### config.mk
export PLATFORM = sky130hd
export DESIGN_NAME = control_unit_seq
export DESIGN_NICKNAME = d
export VERILOG_FILES = /design/src/rtl/control_unit_pkg.sv /design/src/rtl/cu_cond_eval.sv /design/src/rtl/control_unit_seq.sv
export SDC_FILE = /design/constraint.sdc
export NUM_CORES = 1
export LEC_CHECK = 0
export CORE_MARGIN = 2
export CORE_UTILIZATION = 36
export CTS_CLUSTER_DIAMETER = 40
export DETAILED_ROUTE_END_ITERATION = 8
export PLACE_DENSITY_LB_ADDON = 0.1
export SYNTH_ARGS = -nofsm -noshare
export SYNTH_HDL_FRONTEND = slang
export SYNTH_SLANG_ARGS = --single-unit
### constraint.sdc
create_clock -name clk -period 1.9 [get_ports clk]
set_clock_uncertainty 0.2 [all_clocks]
set_input_delay 0.285 -clock clk [delete_from_list [all_inputs] [get_ports clk]]
set_output_delay 0.285 -clock clk [all_outputs]
set_load 0.02 [all_outputs]
### src/rtl/control_unit_pkg.sv
// control_unit_pkg
//   Shared constants for the multi-cycle control unit: opcode values, FSM state
//   encoding, bus-mux select codes, ALU operation codes and branch condition codes.
//   Also provides the opcode -> ALU operation mapping used during EX2.
package control_unit_pkg;

    // Opcodes, IR[15:13]
    localparam logic [2:0] OP_MV  = 3'd0;
    localparam logic [2:0] OP_MVT = 3'd1;
    localparam logic [2:0] OP_ADD = 3'd2;
    localparam logic [2:0] OP_SUB = 3'd3;
    localparam logic [2:0] OP_LD  = 3'd4;
    localparam logic [2:0] OP_ST  = 3'd5;
    localparam logic [2:0] OP_AND = 3'd6;
    localparam logic [2:0] OP_B   = 3'd7;

    // FSM state encoding
    localparam logic [2:0] ST_IDLE = 3'd0;
    localparam logic [2:0] ST_F0   = 3'd1;
    localparam logic [2:0] ST_F1   = 3'd2;
    localparam logic [2:0] ST_EX1  = 3'd3;
    localparam logic [2:0] ST_EX2  = 3'd4;
    localparam logic [2:0] ST_EX3  = 3'd5;

    // Bus mux selects; 0..7 select R[i]
    localparam logic [3:0] SEL_IMM = 4'd8;
    localparam logic [3:0] SEL_G   = 4'd9;
    localparam logic [3:0] SEL_DIN = 4'd10;

    // ALU operations
    localparam logic [1:0] ALU_ADD = 2'b00;
    localparam logic [1:0] ALU_SUB = 2'b01;
    localparam logic [1:0] ALU_AND = 2'b10;

    // Branch conditions, IR[11:9]
    localparam logic [2:0] COND_AL0 = 3'd0;
    localparam logic [2:0] COND_EQ  = 3'd1;
    localparam logic [2:0] COND_NE  = 3'd2;
    localparam logic [2:0] COND_CC  = 3'd3;
    localparam logic [2:0] COND_CS  = 3'd4;
    localparam logic [2:0] COND_PL  = 3'd5;
    localparam logic [2:0] COND_MI  = 3'd6;
    localparam logic [2:0] COND_AL7 = 3'd7;

    function automatic logic [1:0] alu_for_op(input logic [2:0] op);
        logic [1:0] res;
        res = ALU_ADD;
        if (op == OP_SUB) res = ALU_SUB;
        if (op == OP_AND) res = ALU_AND;
        return res;
    endfunction

endpackage

### src/rtl/cu_cond_eval.sv
// cu_cond_eval
//   Combinational branch-condition evaluator.
//   Ports:
//     cond    in  3  condition field IR[11:9]
//     flag_z  in  1  zero flag
//     flag_n  in  1  negative flag
//     flag_c  in  1  carry flag
//     taken   out 1  branch is taken
module cu_cond_eval
    import control_unit_pkg::*;
(
    input  logic [2:0] cond,
    input  logic       flag_z,
    input  logic       flag_n,
    input  logic       flag_c,
    output logic       taken
);

    always_comb begin
        taken = 1'b1;
        case (cond)
            COND_EQ: taken = flag_z;
            COND_NE: taken = ~flag_z;
            COND_CC: taken = ~flag_c;
            COND_CS: taken = flag_c;
            COND_PL: taken = ~flag_n;
            COND_MI: taken = flag_n;
            default: taken = 1'b1;  // COND_AL0 / COND_AL7
        endcase
    end

endmodule

### src/rtl/control_unit_seq.sv
// control_unit_seq
//   Multi-cycle control FSM for the simple processor: fetch through PC
//   (R[NUM_REGS-1]), execute MV/MVT/ADD/SUB/AND/LD/ST/B, memory req/ready
//   handshake with optional wait timeout, continuous run.
//   Optional feature macro: CU_COND_BRANCH_EN (conditional branches using
//   flag_z/flag_n/flag_c); when undefined every B is taken.
//   Ports:
//     clk, reset (sync, active-high), run (level)
//     IR_out      in   instruction register
//     mem_ready   in   memory completes current request
//     flag_z/n/c  in   ALU flags
//     sel         out  bus mux select
//     alu_op      out  ALU operation
//     IR_in, A_in, G_in, ADDR_in, DOUT_in  out  register load enables
//     RX_in       out  one-hot register-file write enable
//     pc_incr, mem_req, W_D, done, err     out  control / status
module control_unit_seq
    import control_unit_pkg::*;
#(
    parameter int unsigned DATA_W       = 16,
    parameter int unsigned NUM_REGS     = 8,
    parameter int unsigned MEM_WAIT_MAX = 0
) (
    input  logic                clk,
    input  logic                reset,
    input  logic                run,
    input  logic [15:0]         IR_out,
    input  logic                mem_ready,
    input  logic                flag_z,
    input  logic                flag_n,
    input  logic                flag_c,
    output logic [3:0]          sel,
    output logic [1:0]          alu_op,
    output logic                IR_in,
    output logic                A_in,
    output logic                G_in,
    output logic                ADDR_in,
    output logic                DOUT_in,
    output logic [NUM_REGS-1:0] RX_in,
    output logic                pc_incr,
    output logic                mem_req,
    output logic                W_D,
    output logic                done,
    output logic                err
);

    if (NUM_REGS < 2 || NUM_REGS > 8 || DATA_W < 8) begin : g_param_check
        $error("control_unit_seq: unsupported NUM_REGS or DATA_W");
    end

    localparam int unsigned CNT_W = (MEM_WAIT_MAX > 0) ? $clog2(MEM_WAIT_MAX + 1) : 1;
    localparam logic [3:0] SEL_PC = 4'(NUM_REGS - 1);

    logic [2:0] state_q, state_d;
    logic [CNT_W-1:0] wait_cnt_q, wait_cnt_d;

    logic [2:0] op, rx, ry;
    logic imm;
    logic br_taken;
    logic timeout;
    logic [2:0] retire_state;
    logic [NUM_REGS-1:0] rx_dec, pc_dec;

    assign op  = IR_out[15:13];
    assign imm = IR_out[12];
    assign rx  = IR_out[11:9];
    assign ry  = IR_out[2:0];

    // Offset bits belong to the datapath; flags are only consumed by the evaluator.
    logic unused_bits;
    assign unused_bits = ^{IR_out[8:3], flag_z, flag_n, flag_c};

    // RX indices at or above NUM_REGS decode to no write enable.
    always_comb begin
        rx_dec = '0;
        for (int i = 0; i < NUM_REGS; i++) begin
            rx_dec[i] = (32'(rx) == i);
        end
    end

    assign pc_dec = {1'b1, {(NUM_REGS - 1){1'b0}}};

`ifdef CU_COND_BRANCH_EN
    cu_cond_eval u_cond_eval (
        .cond   (rx),
        .flag_z (flag_z),
        .flag_n (flag_n),
        .flag_c (flag_c),
        .taken  (br_taken)
    );
`else
    assign br_taken = 1'b1;
`endif

    // Only meaningful while a memory request is outstanding; the counter is
    // cleared outside wait states so each request starts from zero.
    assign timeout = (MEM_WAIT_MAX != 0) && (wait_cnt_q == CNT_W'(MEM_WAIT_MAX));
    assign retire_state = run ? ST_F0 : ST_IDLE;

    always_comb begin
        state_d    = state_q;
        wait_cnt_d = '0;
        sel        = 4'd0;
        alu_op     = ALU_ADD;
        IR_in      = 1'b0;
        A_in       = 1'b0;
        G_in       = 1'b0;
        ADDR_in    = 1'b0;
        DOUT_in    = 1'b0;
        RX_in      = '0;
        pc_incr    = 1'b0;
        mem_req    = 1'b0;
        W_D        = 1'b0;
        done       = 1'b0;
        err        = 1'b0;

        case (state_q)
            ST_IDLE: begin
                if (run) state_d = ST_F0;
            end

            ST_F0: begin
                sel     = SEL_PC;
                ADDR_in = 1'b1;
                pc_incr = 1'b1;
                state_d = ST_F1;
            end

            ST_F1: begin
                if (timeout) begin
                    err     = 1'b1;
                    state_d = ST_IDLE;
                end else begin
                    mem_req = 1'b1;
                    if (mem_ready) begin
                        IR_in   = 1'b1;
                        state_d = ST_EX1;
                    end else begin
                        wait_cnt_d = wait_cnt_q + CNT_W'(1);
                    end
                end
            end

            ST_EX1: begin
                case (op)
                    OP_MV: begin
                        sel     = imm ? SEL_IMM : {1'b0, ry};
                        RX_in   = rx_dec;
                        done    = 1'b1;
                        state_d = retire_state;
                    end
                    OP_MVT: begin
                        sel     = SEL_IMM;
                        RX_in   = rx_dec;
                        done    = 1'b1;
                        state_d = retire_state;
                    end
                    OP_ADD, OP_SUB, OP_AND: begin
                        sel     = {1'b0, rx};
                        A_in    = 1'b1;
                        state_d = ST_EX2;
                    end
                    OP_LD, OP_ST: begin
                        sel     = {1'b0, ry};
                        ADDR_in = 1'b1;
                        state_d = ST_EX2;
                    end
                    default: begin  // OP_B
                        if (br_taken) begin
                            sel     = SEL_PC;
                            A_in    = 1'b1;
                            state_d = ST_EX2;
                        end else begin
                            done    = 1'b1;
                            state_d = retire_state;
                        end
                    end
                endcase
            end

            ST_EX2: begin
                case (op)
                    OP_LD, OP_ST: begin
                        if (timeout) begin
                            err     = 1'b1;
                            state_d = ST_IDLE;
                        end else begin
                            mem_req = 1'b1;
                            if (op == OP_ST) begin
                                sel     = {1'b0, rx};
                                DOUT_in = 1'b1;
                                W_D     = 1'b1;
                            end
                            if (mem_ready) begin
                                if (op == OP_LD) begin
                                    sel   = SEL_DIN;
                                    RX_in = rx_dec;
                                end
                                done    = 1'b1;
                                state_d = retire_state;
                            end else begin
                                wait_cnt_d = wait_cnt_q + CNT_W'(1);
                            end
                        end
                    end
                    OP_B: begin
                        sel     = SEL_IMM;
                        alu_op  = ALU_ADD;
                        G_in    = 1'b1;
                        state_d = ST_EX3;
                    end
                    default: begin  // ALU ops; MV/MVT never reach EX2
                        sel     = imm ? SEL_IMM : {1'b0, ry};
                        alu_op  = alu_for_op(op);
                        G_in    = 1'b1;
                        state_d = ST_EX3;
                    end
                endcase
            end

            ST_EX3: begin
                sel     = SEL_G;
                RX_in   = (op == OP_B) ? pc_dec : rx_dec;
                done    = 1'b1;
                state_d = retire_state;
            end

            default: begin
                state_d = ST_IDLE;
            end
        endcase
    end

    always_ff @(posedge clk) begin
        if (reset) begin
            state_q    <= ST_IDLE;
            wait_cnt_q <= '0;
        end else begin
            state_q    <= state_d;
            wait_cnt_q <= wait_cnt_d;
        end
    end

endmodule

## Word level (Yosys, flattened, before mapping)

Cells that the tools add are included.

- Register bits: 3
- Bits in latches: 0
- Bits in writable memories: 0
- Bits in read-only memories: 0
- Output and inout bits: 24
- Memories kept: 0

- Add/subtract/negate cells: 0
- Multiply operators: 0
- Div/mod/pow operators: 0
- Order comparisons: 0
- Equal/unequal tests: 22
- Shift-type cells: 0
- Multiplexer cells: 40
- Bitwise logic cells: 0
- Reduce and logical (&&, ||, !) cells: 9

Operator list:

| cell | number |
|---|---|
| $mux W8 | 5 |
| $pmux W4 S4 | 2 |
| $eq A3 B3 Y1 const B | 10 |
| $pmux W8 S3 | 1 |
| $eq A3 B2 Y1 const B | 6 |
| $mux W3 | 6 |
| $pmux W3 S6 | 1 |
| $mux W1 | 15 |
| $mux W4 | 3 |
| $eq A3 B1 Y1 const B | 3 |
| $logic_not A3 Y1 | 3 |
| $pmux W4 S2 | 1 |
| $mux W2 | 3 |
| $reduce_or A3 Y1 | 2 |
| $ne A2 B2 Y1 const B | 2 |
| $pmux W1 S2 | 2 |
| $reduce_or A2 Y1 | 2 |
| $reduce_or A4 Y1 | 1 |
| $ne A3 B3 Y1 const B | 1 |
| $pmux W1 S3 | 1 |
| $reduce_and A3 Y1 | 1 |

## Logic depth before layout (Yosys ltp)

- Word-level depth: 6
- Depth in mapped cells: 6
- Depth with buffers taken out: 4

## Worst setup path after synthesis

OpenSTA, ideal clock, no wires.

- Path kind: register -> output
- From: register state_q[1]
- To: output RX_in[1]
- Arrival time: 1349 ps
- Data required time: 1415 ps
- Setup slack: 66 ps
- Stages on the path, launching flop included: 6
- Buffers on the path: 1
- Cells stage by stage: dfxtp_1 -> buf_6 -> and2b_4 -> o211ai_2 -> a31oi_2 -> nor3b_2

- Cells in the longest elaborated chain, start to end: 2
- Elaborated cells between the ends (all ways): 4
- Classes of those cells: 3 x eq/ne; 1 x mux

RTL lines:

| item | RTL line | source |
|---|---|---|
| start: declaration | control_unit_seq.sv:54 | `logic [2:0] state_q, state_d;` |
| start signal: assignment | control_unit_seq.sv:239 | `state_q <= state_d;` |
| $eq A3 B3 Y1 / $eq A3 B2 Y1 (equally long branches) | control_unit_seq.sv:117 | `case (state_q)` |
| $pmux W8 S3 * | control_unit_seq.sv:117 |  |
| end: declaration | control_unit_seq.sv:39 | `output logic [NUM_REGS-1:0] RX_in,` |

Every way passes the cells marked *; elsewhere a longest branch is shown, timed or not.

## Final worst setup path

- From: register state_q[1]
- To: output RX_in[5]

The elaborated chain is that of the path after synthesis.

==> results.txt <==
clock power share - 18.3%
Placed Area - 0.00127 mm2
post-route cell area - 0.00141 mm2
Post-synth EDFFs - 0
Compound-Gate Fraction of Synth Area - 32.8%
vias in the first global route - 1019
most frequent cell after synthesis - a21oi_1
H-tree levels - 1
switch share - 41.6%
Clk Latency, worst-skew pair - 240 ps
Final Hold Vio Count - 0
Syn Area/Cell - 7.01 um2
global route overflow - 0
DRC - 0
Die Ht - 49.4 um
post-synthesis adder-cell area fraction - 0%
max_cap viols - 0
Yosys reg bits - 3
Max Freq - 0.478 GHz
Top FF cell, synth - dfxtp_1
1st-iter DRT viols - 29
leakage - 0.615 nW
clk buf depth - 2
Max VDD drop - 0.435 mV
Synth Area in XOR/XNOR - 1.18%
largest net degree at the start of global routing - 11
Die Footprint - 0.00244 mm2
drt via density - 5.38
number of cell rows - 16
largest family of logic cells by synthesized area - simple AND/OR/NAND/NOR gates
Layout area overhead - 89.9%
Comb pwr share - 66.9%
dpl hpwl - 2050 um
status - complete, but fails checks
overall routing resource usage - 23.0%
Setup crit end kind - primary output
fraction of layout cells with a size suffix above 1 - 53.6%
Routed Antenna Nets - 0
Syn Inst Count - 106
Top Registers - state_q (3)
kind of critical path - reg2out
Mapped Area - 743 um2
RSZ-0062 raised after global routing - true
dpl ws - -1010 ps
crit share post-route - 110%
Setup crit start kind - flip-flop
Most flops, register - state_q
Synth area leaders - dfxtp_1, a21oi_1, nand2b_1, buf_6, and2_1
CP required - 1410 ps
GPL Wtd Cong - 0.893
crit path max fanout - 4
Synth Warn # - 0
Num CTS Buffers - 3
Seq pwr share - 14.8%
Multi-input gate area - 692 um2
multiplexer share of the synthesized area - 1.52%
setup violators final - 15
Via Count - 1038
Netlist cell types - 44
final wirelength - 2770 um
Int Power - 363 uW
top-area cell type share of the netlist area - 8.08%
Buffers on Ports - 36
Power Dens Cells - 441 mW/mm2
Synth Area in Simple Gates - 41.9%
flip-flop count of the largest register after layout - 3
worst min path class - in2reg
crit path DAT - 1610 ps
CTS tree - done
total power draw - 623 uW
initial antenna violation count - 0
Die W - 49.4 um
final setup TNS - -1890 ps
r2r worst-path depth - 8
switching power of the nets - 259 uW
Reg area - 68.8 um2
ys async rst share - 0%
WHS Path Cells - 4
syn nets - 129
Worst Slack Setup Final - -190 ps
Final Slew Violations - 0
Ports - 47
first-pass GRT wire length - 4470 um
failing checks - setup timing
Period minus WS final - 2090 ps
Core ar. - 0.00196 mm2
drt wl/cell - 14.3 um
final std cells w/o fill - 193
Layout Nets - 190
clk root buf - clkbuf_4
clock sink count - 3
sequential area share after synthesis - 8.08%
Pre-antenna DRT Iters - 5
Hold Buf Count CTS - 0
Synth area leader - dfxtp_1
Filler Cells Inserted - 173
Post-synth top cells - a21oi_1, nand2_1, inv_1, nand2b_1, nor2_1
initial core utilization - 37.9%
clk slew on worst S/H paths - 40 ps
R2R Setup Slk - 200 ps
# diodes - 0
Placed Instances - 187
-- kinds of logic after synthesis --
group,count (synthesis)
xor gates and xnor gates,1
buffers and inverters,17
AOI/OAI and AO/OA,34
DFF,3
muxes,1
and+or+nand+nor,49
other,1
-- final timing paths --
kind / startpoint / endpoint
worst max-delay path: state_q[1]$_SDFFE_PP0P_ / RX_in[5]
worst min-delay path: IR_out[14] / state_q[2]$_SDFFE_PP0P_
worst max register to register: state_q[1]$_SDFFE_PP0P_ / state_q[0]$_SDFFE_PP0P_
worst min register to register: state_q[2]$_SDFFE_PP0P_ / state_q[1]$_SDFFE_PP0P_
-- worst max-delay path, stage by stage, from the launching register on --
cell     delay (ps)
dfxtp_2         330
buf_6           120
nor3b_4         190
nand3_2         140
a31oi_4         210
and4_1          250
buf_6           130
-- placed cells by master (no fill, tap or decap), types with 4 or more instances in the layout --
cell              n
a21oi_1           6
and2_1            4
buf_4            38
buf_6            11
clkdlybuf4s50_1   7
dlygate4sd2_1     4
inv_1             6
nand2_1           6
nand2b_1          5
nor2_1            4
nor3b_2           4
-- power by group through the flow --
stage / logic (mW) / clock network, mW / registers, mW
floorplan: 0.213 / 0 / 0.0759
global placement: 0.371 / 0 / 0.0881
detailed placement: 0.375 / 0 / 0.0887
CTS: 0.379 / 0.116 / 0.0884
global route: 0.445 / 0.124 / 0.0942
finish: 0.417 / 0.114 / 0.0925
-- metrics by stage --
step	hold slack, ps	util (%)
6_report	456	71.9
5_1_grt	465	71.9
4_1_cts	452	66.6
3_5_place_dp	582	64.9
3_3_place_gp	562	64.9
2_1_floorplan	158	-
-- layout make-up --
class	count	share of cell area, %
sequential	3	4.88
timing repair buffer	67	40.2
multi-input combinational	86	49.0
inverter	6	1.60
tap	27	2.39
clock buffer	4	1.86
-- routing by layer --
layer	global-route usage, %	vias to the layer above	part of all wire, %
li1	-	508	-
met1	29.2	484	43
met2	40.5	46	51
met3	2.45	0	6.0
met4	6.94	0	0
met5	0	-	0
-- repair_timing --
item,in CTS,in global routing
pin swaps,9,9
endpoints found under the setup margin,23,22
setup buffers,2,0
gates resized for setup,138,30
(Power assumes the default switching activity.)
